File: config.mk
export PLATFORM = sky130hd
export DESIGN_NAME = dm_rmw_ctrl
export DESIGN_NICKNAME = d
export VERILOG_FILES = /design/src/rtl/dm_pkg.sv /design/src/rtl/dm_byte_merge.sv /design/src/rtl/dm_rmw_ctrl.sv
export SDC_FILE = /design/constraint.sdc
export NUM_CORES = 1
export LEC_CHECK = 0
export ABC_CLOCK_PERIOD_IN_PS = 1990
export CAP_MARGIN = 20
export CORE_ASPECT_RATIO = 1.2
export CORE_UTILIZATION = 38
export DETAILED_ROUTE_END_ITERATION = 10
export PLACE_DENSITY = 0.81
export REMOVE_ABC_BUFFERS = 1
export SLEW_MARGIN = 20
export SYNTH_ARGS = -nofsm -noshare
export SYNTH_HDL_FRONTEND = slang
export SYNTH_SLANG_ARGS = --single-unit
File: constraint.sdc
create_clock -name clk -period 1.99 [get_ports clk]
set_input_delay 0.597 -clock clk [delete_from_list [all_inputs] [get_ports clk]]
set_output_delay 0.597 -clock clk [all_outputs]
set_load 0.01 [all_outputs]
File: src/rtl/dm_pkg.sv
// Shared definitions for the data-memory read-modify-write controller:
// state codes, byte-enable patterns and the store byte-enable legality check.
package dm_pkg;

  typedef enum logic [2:0] {
    ST_IDLE = 3'd0,
    ST_WR   = 3'd1,
    ST_RD   = 3'd2,
    ST_LD   = 3'd3,
    ST_MG   = 3'd4,
    ST_ERR  = 3'd5
  } dm_state_t;

  localparam logic [3:0] BE_WORD    = 4'b1111;
  localparam logic [3:0] BE_HALF_LO = 4'b0011;
  localparam logic [3:0] BE_HALF_HI = 4'b1100;
  localparam logic [3:0] BE_BYTE0   = 4'b0001;
  localparam logic [3:0] BE_BYTE1   = 4'b0010;
  localparam logic [3:0] BE_BYTE2   = 4'b0100;
  localparam logic [3:0] BE_BYTE3   = 4'b1000;

  function automatic logic be_legal(input logic [3:0] be);
    logic ok;
    case (be)
      BE_WORD, BE_HALF_LO, BE_HALF_HI,
      BE_BYTE0, BE_BYTE1, BE_BYTE2, BE_BYTE3: ok = 1'b1;
      default:                                ok = 1'b0;
    endcase
    return ok;
  endfunction

endpackage

File: src/rtl/dm_byte_merge.sv
// Per-lane byte merge: enabled lanes take the new data, the rest keep the old word.
module dm_byte_merge (
  input  logic [31:0] old_word,
  input  logic [31:0] new_word,
  input  logic [3:0]  be,
  output logic [31:0] merged
);

  for (genvar i = 0; i < 4; i++) begin : g_lane
    assign merged[8*i +: 8] = be[i] ? new_word[8*i +: 8] : old_word[8*i +: 8];
  end

endmodule

File: src/rtl/dm_rmw_ctrl.sv
// MEM-stage data-memory sequencer for a word-only single-port synchronous RAM.
// Sub-word stores run as read-then-merge-write; the pipeline is stalled meanwhile.
module dm_rmw_ctrl
  import dm_pkg::*;
#(
  parameter int ADDR_W = 10
) (
  input  logic              clk,
  input  logic              reset,
  input  logic              cpu_req,
  input  logic              cpu_we,
  input  logic [31:0]       cpu_addr,
  input  logic [3:0]        cpu_be,
  input  logic [31:0]       cpu_wdata,
  output logic [31:0]       cpu_rdata,
  output logic              cpu_done,
  output logic              cpu_stall,
  output logic              cpu_err,
  output logic              ram_en,
  output logic              ram_we,
  output logic [ADDR_W-1:0] ram_addr,
  output logic [31:0]       ram_wdata,
  input  logic [31:0]       ram_rdata
);

  dm_state_t         state, state_nxt;
  logic              req_we;
  logic [ADDR_W-1:0] req_addr;
  logic [3:0]        req_be;
  logic [31:0]       req_wdata;
  logic [3:0]        be_norm;
  logic [31:0]       merged;
  logic              unused_addr;

  // Byte offset bits and bits above the RAM range never reach the RAM.
  assign unused_addr = ^{cpu_addr[31:ADDR_W+2], cpu_addr[1:0]};

  assign be_norm = (cpu_be == 4'b0000) ? BE_WORD : cpu_be;

  always_ff @(posedge clk or posedge reset) begin
    if (reset) begin
      state     <= ST_IDLE;
      req_we    <= 1'b0;
      req_addr  <= '0;
      req_be    <= '0;
      req_wdata <= '0;
    end else begin
      state <= state_nxt;
      if (state == ST_IDLE && cpu_req) begin
        req_we    <= cpu_we;
        req_addr  <= cpu_addr[ADDR_W+1:2];
        req_be    <= be_norm;
        req_wdata <= cpu_wdata;
      end
    end
  end

  always_comb begin
    state_nxt = state;
    case (state)
      ST_IDLE: begin
        if (cpu_req) begin
          if (!cpu_we)                state_nxt = ST_RD;
          else if (be_norm == BE_WORD) state_nxt = ST_WR;
          else if (be_legal(be_norm))  state_nxt = ST_RD;
          else                         state_nxt = ST_ERR;
        end
      end
      ST_RD:   state_nxt = req_we ? ST_MG : ST_LD;
      ST_WR,
      ST_LD,
      ST_MG,
      ST_ERR:  state_nxt = ST_IDLE;
      default: state_nxt = ST_IDLE;
    endcase
  end

  dm_byte_merge u_merge (
    .old_word (ram_rdata),
    .new_word (req_wdata),
    .be       (req_be),
    .merged   (merged)
  );

  always_comb begin
    cpu_rdata = '0;
    cpu_done  = 1'b0;
    cpu_err   = 1'b0;
    ram_en    = 1'b0;
    ram_we    = 1'b0;
    ram_wdata = '0;
    ram_addr  = (state == ST_IDLE) ? '0 : req_addr;
    case (state)
      ST_WR: begin
        ram_en    = 1'b1;
        ram_we    = 1'b1;
        ram_wdata = req_wdata;
        cpu_done  = 1'b1;
      end
      ST_RD: ram_en = 1'b1;
      ST_LD: begin
        cpu_rdata = ram_rdata;
        cpu_done  = 1'b1;
      end
      ST_MG: begin
        ram_en    = 1'b1;
        ram_we    = 1'b1;
        ram_wdata = merged;
        cpu_done  = 1'b1;
      end
      ST_ERR: begin
        cpu_done = 1'b1;
        cpu_err  = 1'b1;
      end
      default: ;
    endcase
  end

  // Gated by reset so the pipeline sees no stall while the controller is held.
  assign cpu_stall = cpu_req & ~cpu_done & ~reset;

endmodule

==> impl_metrics.ini, run 1 <==
[sta]
layout_setup_ws_ns = -0.249
slew_violations = 0
period_share_pct = 112
hold_violations = 0
max_slew.worst_pin.slew_ns = 0.458
timing.slew.headroom_pct = 69.5
rsz0062_at_grt = true
skew_ns = 0.00530
setup_viol = 77
fin_setup_tns_ns = -12.69
clock.fmax_mhz = 447
fin_crit_ns = 2.24

[logic_synthesis]
synthTopCellsByCount = mux2_2 (64), dfrtp_1 (50), nor2_1 (44), a22oi_1 (32), and2_1 (32)
yosysTopAreaCell = dfrtp_1
synth.distinct_cells = 29
syn-instance-count = 304
synth_area_leaders = dfrtp_1 (40%), mux2_2 (23%), a22oi_1 (7.7%), and2_1 (6.4%), nor2_1 (5.3%)
avgSynthCellArea_um2 = 10.3
seq_area_frac_synth_pct = 40.0
ys_warn_count = 0
synth_flop_cell = dfrtp_1
ys_ff_latch = 50
mappedNetlistArea_um2 = 3130
synth_edf_count = 0
yosys.area.top_type_share_pct = 40.0
yosysMostFrequentCell = mux2_2
synthArstFlopShare_pct = 100

[place]
pre_cts_ws_ns = -0.624
place_congestion = 0.742
dp.final_hpwl_um = 6600
port_buffers = 160

[critical_path]
crit_path_start_kind = flop
crit_type = reg -> out
cp_slowest_cell = dfrtp_2
required_ns = 1.39
path_buf_inv = 4
cpLargestDelayFamily = buffers and inverters
arrival_ns = 1.64
crit_top_cell = buf_6
cp_max_fo = 6
crit_path_cell_trace = buf_6, nor2b_4, buf_6, buf_6, a22oi_2, nor2_1, buf_2
endpoint_kind = primary output
max_stage_delay_ns = 0.46

[global_routing]
grtUsageTotal_pct = 23.6
grt_pass1_vias = 3126
grt_first_pass_wirelength_um = 15800
antenna_found_initial = 0
grt_max_degree = 37
grt_overflow_total = 0

[detailed_routing]
vias_per_cell = 5.18
drtIter0Drc = 109
vias = 3117
wl_um = 10300
wl_per_cell_um = 17.2
drtPass1Iterations = 8
drcViolationCount = 11
antenna_left = 0

[floorplanning]
die_w_um = 84.9
design.core.area_um2 = 7840
ioPinCount = 183
row_count = 35
die_h_um = 101
start_util_pct = 39.9
die_area_um2 = 8610

[clock_tree]
cts-root-buf = clkbuf_8
clk_latency_ns = 0.30
path_clk_slew_ns = 0.09
cts_sinks = 50
cts_tree = yes
clockBufferDepth = 2
cts_buffers = 5
htreeDepth = 2

[layout]
fin_util_pct = 71.4
area_delta_synth_final_pct = 78.7
nNetsFinal = 613
nFillCells = 560
n_antenna_cell = 0
drive_gt1_share_pct = 54.7

[power_and_ir_drop]
p_leak_nw = 2.61
ir_drop_uv = 672
power_density_nw_per_um2 = 1410

[status]
status = finished, violations left
violations = design-rule violations, negative setup slack

[job]
cap_viol_max_count = 0

[hold_path]
hold_path_class = reg -> reg
-- placed cells by master (no fill, tap or decap), types with 2 or more instances in the layout --
cell,instances
a21oi_1,4
a22oi_1,10
a22oi_2,22
and2_1,2
and2_4,30
buf_12,7
buf_16,3
buf_2,46
buf_4,29
buf_6,53
buf_8,3
clkbuf_1,2
clkbuf_2,2
clkbuf_8,5
clkdlybuf4s50_1,51
dfrtp_1,48
dfrtp_2,2
dlygate4sd2_1,28
dlymetal6s2s_1,2
mux2_1,10
mux2_2,54
mux2_4,10
nand2_1,4
nand2b_1,2
nor2_1,42
nor2_4,2
nor2b_1,10
nor2b_4,2
nor3_1,5
o21ai_0,2
-- stage by stage --
| step | std cells | hold slack (ns) | instance area [um2] | power [mW] |
|---|---|---|---|---|
| 6_report | 602 | 0.510 | 5600 | 7.90 |
| 5_1_grt | 602 | 0.529 | 5600 | 8.36 |
| 3_3_place_gp | 563 | 0.482 | 5030 | 6.22 |
| 3_5_place_dp | 563 | 0.488 | 5030 | 6.37 |
| 4_1_cts | 597 | 0.512 | 5400 | 7.64 |
| 2_1_floorplan | 278 | 0.473 | 2990 | 4.16 |
-- logic make-up after synthesis --
logic type	count (synthesis)	synth area share [%]
muxes	74	26.6
buffers and inverters	28	4.84
and+or+nand+nor	106	17.9
xor gates and xnor gates	2	0.560
DFF	50	40.0
AOI/OAI and AO/OA	44	10.2
-- routing by layer --
metal / track usage, % / vias up / wire length (um)
li1: - / 1481 / -
met3: 4.24 / 14 / 572
met4: 6.78 / 0 / 157
met1: 27.0 / 1514 / 4000
met5: 0 / - / 0
met2: 44.9 / 108 / 5610
-- final timing paths --
kind	cells after the start	to	slack (ns)	start
max	7	ram_wdata[4]	-0.25	state[0]$_DFFE_PP0P_
min	1	req_addr[4]$_DFFE_PP0P_	0.51	req_addr[4]$_DFFE_PP0P_
max reg2reg	5	req_addr[2]$_DFFE_PP0P_	0.15	state[0]$_DFFE_PP0P_
min reg2reg	1	req_addr[4]$_DFFE_PP0P_	0.51	req_addr[4]$_DFFE_PP0P_
max in group asynchronous	4	state[0]$_DFFE_PP0P_	0.72	reset
min in group asynchronous	3	req_wdata[23]$_DFFE_PP0P_	0.80	reset
-- power by group --
group	internal (mW)	leakage (nW)	total (mW)	switching, mW
sequential	1.54	0.583	1.95	0.415
clock	0.377	0.0524	0.707	0.331
combinational	3.00	1.97	5.23	2.23
-- cell type report --
type                            count  area [um2]  area share [%]
Sequential cell                    50        1250            22.4
Inverter                            2        7.51           0.134
Tap cell                           92         115            2.06
Timing Repair Buffer              224        2100            37.6
Clock buffer                        7        76.3            1.36
Clock inverter                      1        30.0           0.537
Multi-Input combinational cell    226        2010            35.9
-- repair_timing --
item	CTS	global route
hold buffers	0	0
endpoints found under the setup margin	79	79
gates resized for setup	446	43
buffers inserted	23	5
pin swaps	55	30
gates cloned	5	0
-- flip-flops by register name (all words and copies together) (netlist names) --
| signal | cells |
|---|---|
| state | 3 |
| req_addr | 10 |
| req_we | 1 |
| req_be | 4 |
| req_wdata | 32 |
(Power assumes the default switching activity.)
==> run 2, diff against run 1 <==
ABC_AREA = 1   (was default)
MAX_ROUTING_LAYER = met4   (was default)
==> impl_metrics.ini, run 2 <==
[status]
status = finished, violations left
violations = negative setup slack

[floorplanning]
ioPinCount = 183
start_util_pct = 39.5
die_area_um2 = 8380
design.core.area_um2 = 7710
die_w_um = 83.7
row_count = 35
die_h_um = 100

[detailed_routing]
vias_per_cell = 4.80
antenna_left = 0
drtPass1Iterations = 5
wl_per_cell_um = 13.3
vias = 3611
drcViolationCount = 0
drtIter0Drc = 129
wl_um = 10000

[power_and_ir_drop]
p_seq_share_pct = 28.7
p_leak_nw = 2.66
sw_frac_of_total_pct = 43.6
internal_power_mw = 3.61
p_switching_mw = 2.79
pwr-share-comb_pct = 61.7
ir_drop_uv = 978
power_density_nw_per_um2 = 1240
clock_power_share_pct = 9.6

[logic_synthesis]
synth.distinct_cells = 19
yosys.area.top_type_share_pct = 41.1
mappedNetlistArea_um2 = 3050
synthTopCellsByCount = nand2_1 (120), o21ai_0 (100), inv_1 (87), dfrtp_1 (50), nor2_1 (47)
synth_area_leaders = dfrtp_1 (41%), o21ai_0 (16%), nand2_1 (15%), inv_1 (11%), nor2_1 (5.8%)
synth_edf_count = 0
avgSynthCellArea_um2 = 6.55
yosysTopAreaCell = dfrtp_1
seq_area_frac_synth_pct = 41.1
synthArstFlopShare_pct = 100
ys_warn_count = 0
syn-instance-count = 465
ys_ff_latch = 50
synth_flop_cell = dfrtp_1
yosysMostFrequentCell = nand2_1

[critical_path]
endpoint_kind = primary output
max_stage_delay_ns = 0.42
path_buf_inv = 5
required_ns = 1.39
r2r_setup_slack_ns = 0.28
cp_max_fo = 5
crit_type = reg -> out
crit_top_cell = buf_12
arrival_ns = 1.66
cpLargestDelayFamily = buffers and inverters
crit_path_cell_trace = inv_2, nand2_4, nor2_4, buf_12, buf_8, buf_12, nand2_1, o21ai_1, buf_2
cp_slowest_cell = dfrtp_1
crit_path_start_kind = flop

[hold_path]
hold_path_class = reg -> reg

[clock_tree]
cts_sinks = 50
cts-root-buf = clkbuf_8
path_clk_slew_ns = 0.09
cts_buffers = 5
clockBufferDepth = 2
clk_latency_ns = 0.30
htreeDepth = 2
cts_tree = yes

[place]
dp.final_hpwl_um = 6630
port_buffers = 160
place_congestion = 0.818
place_area_um2 = 4910

[layout]
regMostFlops = req_wdata
multi_input_area_um2 = 1480
regArea_um2 = 1250
n_antenna_cell = 0
mostFrequentLayoutCells = nand2_1 (105), inv_1 (78), buf_2 (77)
nFillCells = 667
drive_gt1_share_pct = 30.4
fin_util_pct = 66.8
area_delta_synth_final_pct = 69.0
final_area_um2 = 5150
nNetsFinal = 764
reg.largest.list = req_wdata: 32 flops, req_addr: 10 flops, req_be: 4 flops
layout_commonest_cell = nand2_1
largest_reg_flops = 32

[sta]
max_slew.worst_pin.slew_ns = 0.506
clock.fmax_mhz = 442
setup_viol = 77
rsz0062_at_grt = true
slew_violations = 0
fin_crit_ns = 2.26
period_share_pct = 114
hold_violations = 0
layout_setup_ws_ns = -0.272
skew_ns = 0.00735
timing.slew.headroom_pct = 66.3

[global_routing]
grtUsageTotal_pct = 23.4
use_met3_pct = 3.45
grt_pass1_vias = 3418
grt_max_degree = 67
grt_use_met1_pct = 26.4
grt_first_pass_wirelength_um = 15400
grt_overflow_total = 0
antenna_found_initial = 0
use_met2_pct = 41.7
busiest_layer = met2

[job]
cap_viol_max_count = 0
-- run 2: power groups by stage --
stage	logic, mW	clock network, mW	registers, mW
floorplan	1.61	0	1.81
global placement	3.37	0	1.82
detailed placement	3.45	0	1.84
CTS	3.58	0.634	1.83
global route	4.34	0.683	1.90
finish	3.95	0.614	1.84
-- run 2: path summary, 6_finish.rpt --
path / endpoint / from / depth (start not counted)
min in group asynchronous: state[2]$_DFFE_PP0P_ / reset / 4
worst max-delay path: ram_wdata[30] / state[1]$_DFFE_PP0P_ / 9
worst min-delay path: req_we$_DFFE_PP0P_ / req_we$_DFFE_PP0P_ / 2
max in group asynchronous: req_wdata[31]$_DFFE_PP0P_ / reset / 4
worst max register to register: req_addr[6]$_DFFE_PP0P_ / state[2]$_DFFE_PP0P_ / 9
worst min register to register: req_we$_DFFE_PP0P_ / req_we$_DFFE_PP0P_ / 2
-- run 2: final cells by class --
| type | instances | share of cell area (%) |
|---|---|---|
| multi-input combinational | 299 | 28.8 |
| clock buffer | 6 | 1.60 |
| sequential | 50 | 24.3 |
| tap | 92 | 2.24 |
| clock inverter | 2 | 0.243 |
| timing repair buffer | 215 | 36.3 |
| inverter | 89 | 6.54 |
-- run 2: layer usage --
layer / vias to the layer above / share of wire [%]
met5: - / 0
met4: 0 / 2.7
met3: 24 / 4.4
met2: 125 / 52
met1: 1651 / 41
li1: 1811 / -
-- run 2: through the flow --
| step | power, mW | TNS [ns] | std cells | setup WS [ns] | hold WS [ns] |
|---|---|---|---|---|---|
| floorplan | 3.41 | -2.55 | 438 | -0.0983 | 0.472 |
| global placement | 5.19 | -29.49 | 721 | -0.556 | 0.502 |
| detailed placement | 5.30 | -30.65 | 721 | -0.596 | 0.514 |
| CTS | 6.05 | -10.18 | 744 | -0.309 | 0.536 |
| global route | 6.93 | -18.06 | 753 | -0.349 | 0.564 |
| finish | 6.40 | -12.17 | 753 | -0.272 | 0.541 |
-- run 2: cell families after synthesis --
logic type,count (synthesis),synth area share (%)
AOI/OAI and AO/OA,120,19.8
buffers and inverters,116,16.0
DFF,50,41.1
and+or+nand+nor,179,23.2
-- run 2: tightest hold or removal path, cell delays in order, from the launching register on --
cell	delay [ns]
dfrtp_1	0.38
nand2_1	0.06
o21ai_1	0.07
-- run 2: timing repair --
item	in CTS	in global routing
cloned	4	2
hold buffers	0	0
setup buffers	12	11
pin swaps	3	8
endpoints found under the setup margin	79	78
gates resized for setup	321	132
==> run 3, diff against run 2 <==
ABC_AREA = 0   (was 1)
TNS_END_PERCENT = 10   (was default)
==> impl_metrics.ini, run 3 (synthesized netlist as in run 1, its figures left out) <==
[detailed_routing]
vias_per_cell = 5.10
drtPass1Iterations = 7
wl_per_cell_um = 16.7
wl_um = 9960
drcViolationCount = 11
vias = 3051
drtIter0Drc = 131
antenna_left = 0

[power_and_ir_drop]
total_power_mw = 7.73
p_seq_share_pct = 25.2
power_density_nw_per_um2 = 1420
p_leak_nw = 2.55
internal_power_mw = 4.81
clock_power_share_pct = 9.1
p_switching_mw = 2.92
ir_drop_uv = 638
sw_frac_of_total_pct = 37.7
pwr-share-comb_pct = 65.7

[layout]
regArea_um2 = 1250
n_antenna_cell = 0
regMostFlops = req_wdata
final_area_um2 = 5430
reg.largest.list = req_wdata: 32 flops, req_addr: 10 flops, req_be: 4 flops
mostFrequentLayoutCells = clkdlybuf4s50_1 (56), buf_2 (56), mux2_2 (55)
drive_gt1_share_pct = 52.2
area_delta_synth_final_pct = 73.5
nNetsFinal = 609
largest_reg_flops = 32
nFillCells = 570
multi_input_area_um2 = 1970

[clock_tree]
cts_buffers = 5
cts_sinks = 50
path_clk_slew_ns = 0.09
htreeDepth = 2
clk_latency_ns = 0.30
cts_tree = yes
clockBufferDepth = 2
cts-root-buf = clkbuf_8

[sta]
skew_ns = 0.00610
fin_crit_ns = 2.24
setup_viol = 78
hold_violations = 0
clock.fmax_mhz = 446
rsz0062_at_grt = true
slew_violations = 0
timing.slew.headroom_pct = 70.1
period_share_pct = 113
max_slew.worst_pin.slew_ns = 0.448
layout_setup_ws_ns = -0.252

[place]
dp.final_hpwl_um = 6600
port_buffers = 160
place_congestion = 0.752
pre_cts_ws_ns = -0.624
place_area_um2 = 5030

[floorplanning]
die_w_um = 84.9
die_area_um2 = 8610
design.core.area_um2 = 7840
die_h_um = 101
ioPinCount = 183
row_count = 35
start_util_pct = 39.9

[global_routing]
grt_pass1_vias = 3059
grt_max_degree = 37
grt_first_pass_wirelength_um = 15400
grtUsageTotal_pct = 23.4
grt_overflow_total = 0
antenna_found_initial = 0

[critical_path]
crit_path_start_kind = flop
endpoint_kind = primary output
crit_type = reg -> out
arrival_ns = 1.65
required_ns = 1.39
cp_max_fo = 6

[status]
status = finished, violations left
violations = design-rule violations, negative setup slack

[hold_path]
hold_path_class = reg -> reg

[job]
cap_viol_max_count = 0
[run 3: cell count changes in the layout (fill, tap and decap cells not counted), sizes merged, moves of 18 or more]
| cell | before | now |
|---|---|---|
| nand2 | 121 | 4 |
| o21ai | 112 | 3 |
| dlygate4sd2 | 5 | 23 |
| and2 | 0 | 32 |
| mux2 | 0 | 74 |
| a22oi | 0 | 32 |
| clkdlybuf4s50 | 75 | 56 |
| inv | 89 | 2 |
[run 3: per-stage QoR]
| stage | hold WS, ns | setup TNS, ns | util, % | std cells |
|---|---|---|---|---|
| 2_1_floorplan | 0.473 | -89.61 | - | 278 |
| 3_3_place_gp | 0.482 | -40.16 | 64.2 | 563 |
| 3_5_place_dp | 0.488 | -41.93 | 64.2 | 563 |
| 4_1_cts | 0.512 | -12.38 | 66.8 | 594 |
| 5_1_grt | 0.529 | -17.19 | 69.3 | 598 |
| 6_report | 0.511 | -12.16 | 69.3 | 598 |
[run 3: final timing paths]
check / from / depth (start not counted) / end / slack [ns]
max in group asynchronous: reset / 4 / state[2]$_DFFE_PP0P_ / 0.73
setup reg to reg: state[0]$_DFFE_PP0P_ / 5 / req_wdata[16]$_DFFE_PP0P_ / 0.13
setup / recovery: state[0]$_DFFE_PP0P_ / 7 / ram_wdata[4] / -0.25
min in group asynchronous: reset / 3 / req_wdata[23]$_DFFE_PP0P_ / 0.80
hold reg to reg: req_addr[6]$_DFFE_PP0P_ / 1 / req_addr[6]$_DFFE_PP0P_ / 0.51
hold / removal: req_addr[6]$_DFFE_PP0P_ / 1 / req_addr[6]$_DFFE_PP0P_ / 0.51
[run 3: repair_timing]
item / 4_1_cts / 5_1_grt
resized for setup: 414 / 42
hold endpoints to repair: 0 / 0
endpoints found under the setup margin: 79 / 109
buffers inserted: 22 / 4
hold buffers: 0 / 0
cloned: 2 / 0
pin swaps: 44 / 15
[run 3: final cells by class]
type,instances,share of cell area (%)
flip-flops and latches,50,23.1
inverters,2,0.138
repair buffers,220,36.5
multi-input cells,226,36.2
clock inverters,1,0.553
well taps,92,2.12
clock buffers,7,1.41
[run 3: worst max-delay path, cell delays in order, from the launching register on]
cell and delay (ns):
dfrtp_2 0.46, buf_6 0.13, nor2b_4 0.14, buf_6 0.15, buf_6 0.13, a22oi_2 0.06, nor2_1 0.12, buf_2 0.15
[run 3: metal layers]
| metal | up-vias | GRT usage [%] | share of wire [%] |
|---|---|---|---|
| met5 | - | - | 0 |
| met3 | 17 | 3.75 | 4.8 |
| met4 | 0 | 5.48 | 1.8 |
| met1 | 1460 | 26.9 | 40 |
| met2 | 106 | 43.0 | 53 |
| li1 | 1468 | - | - |
[run 3: power by group through the flow]
| stage | clock [mW] | combinational [mW] | sequential, mW |
|---|---|---|---|
| 2_1_floorplan | 0 | 2.23 | 1.93 |
| 3_3_place_gp | 0 | 4.35 | 1.87 |
| 3_5_place_dp | 0 | 4.46 | 1.91 |
| 4_1_cts | 0.722 | 4.87 | 1.92 |
| 5_1_grt | 0.765 | 5.41 | 2.00 |
| 6_report | 0.704 | 5.07 | 1.95 |
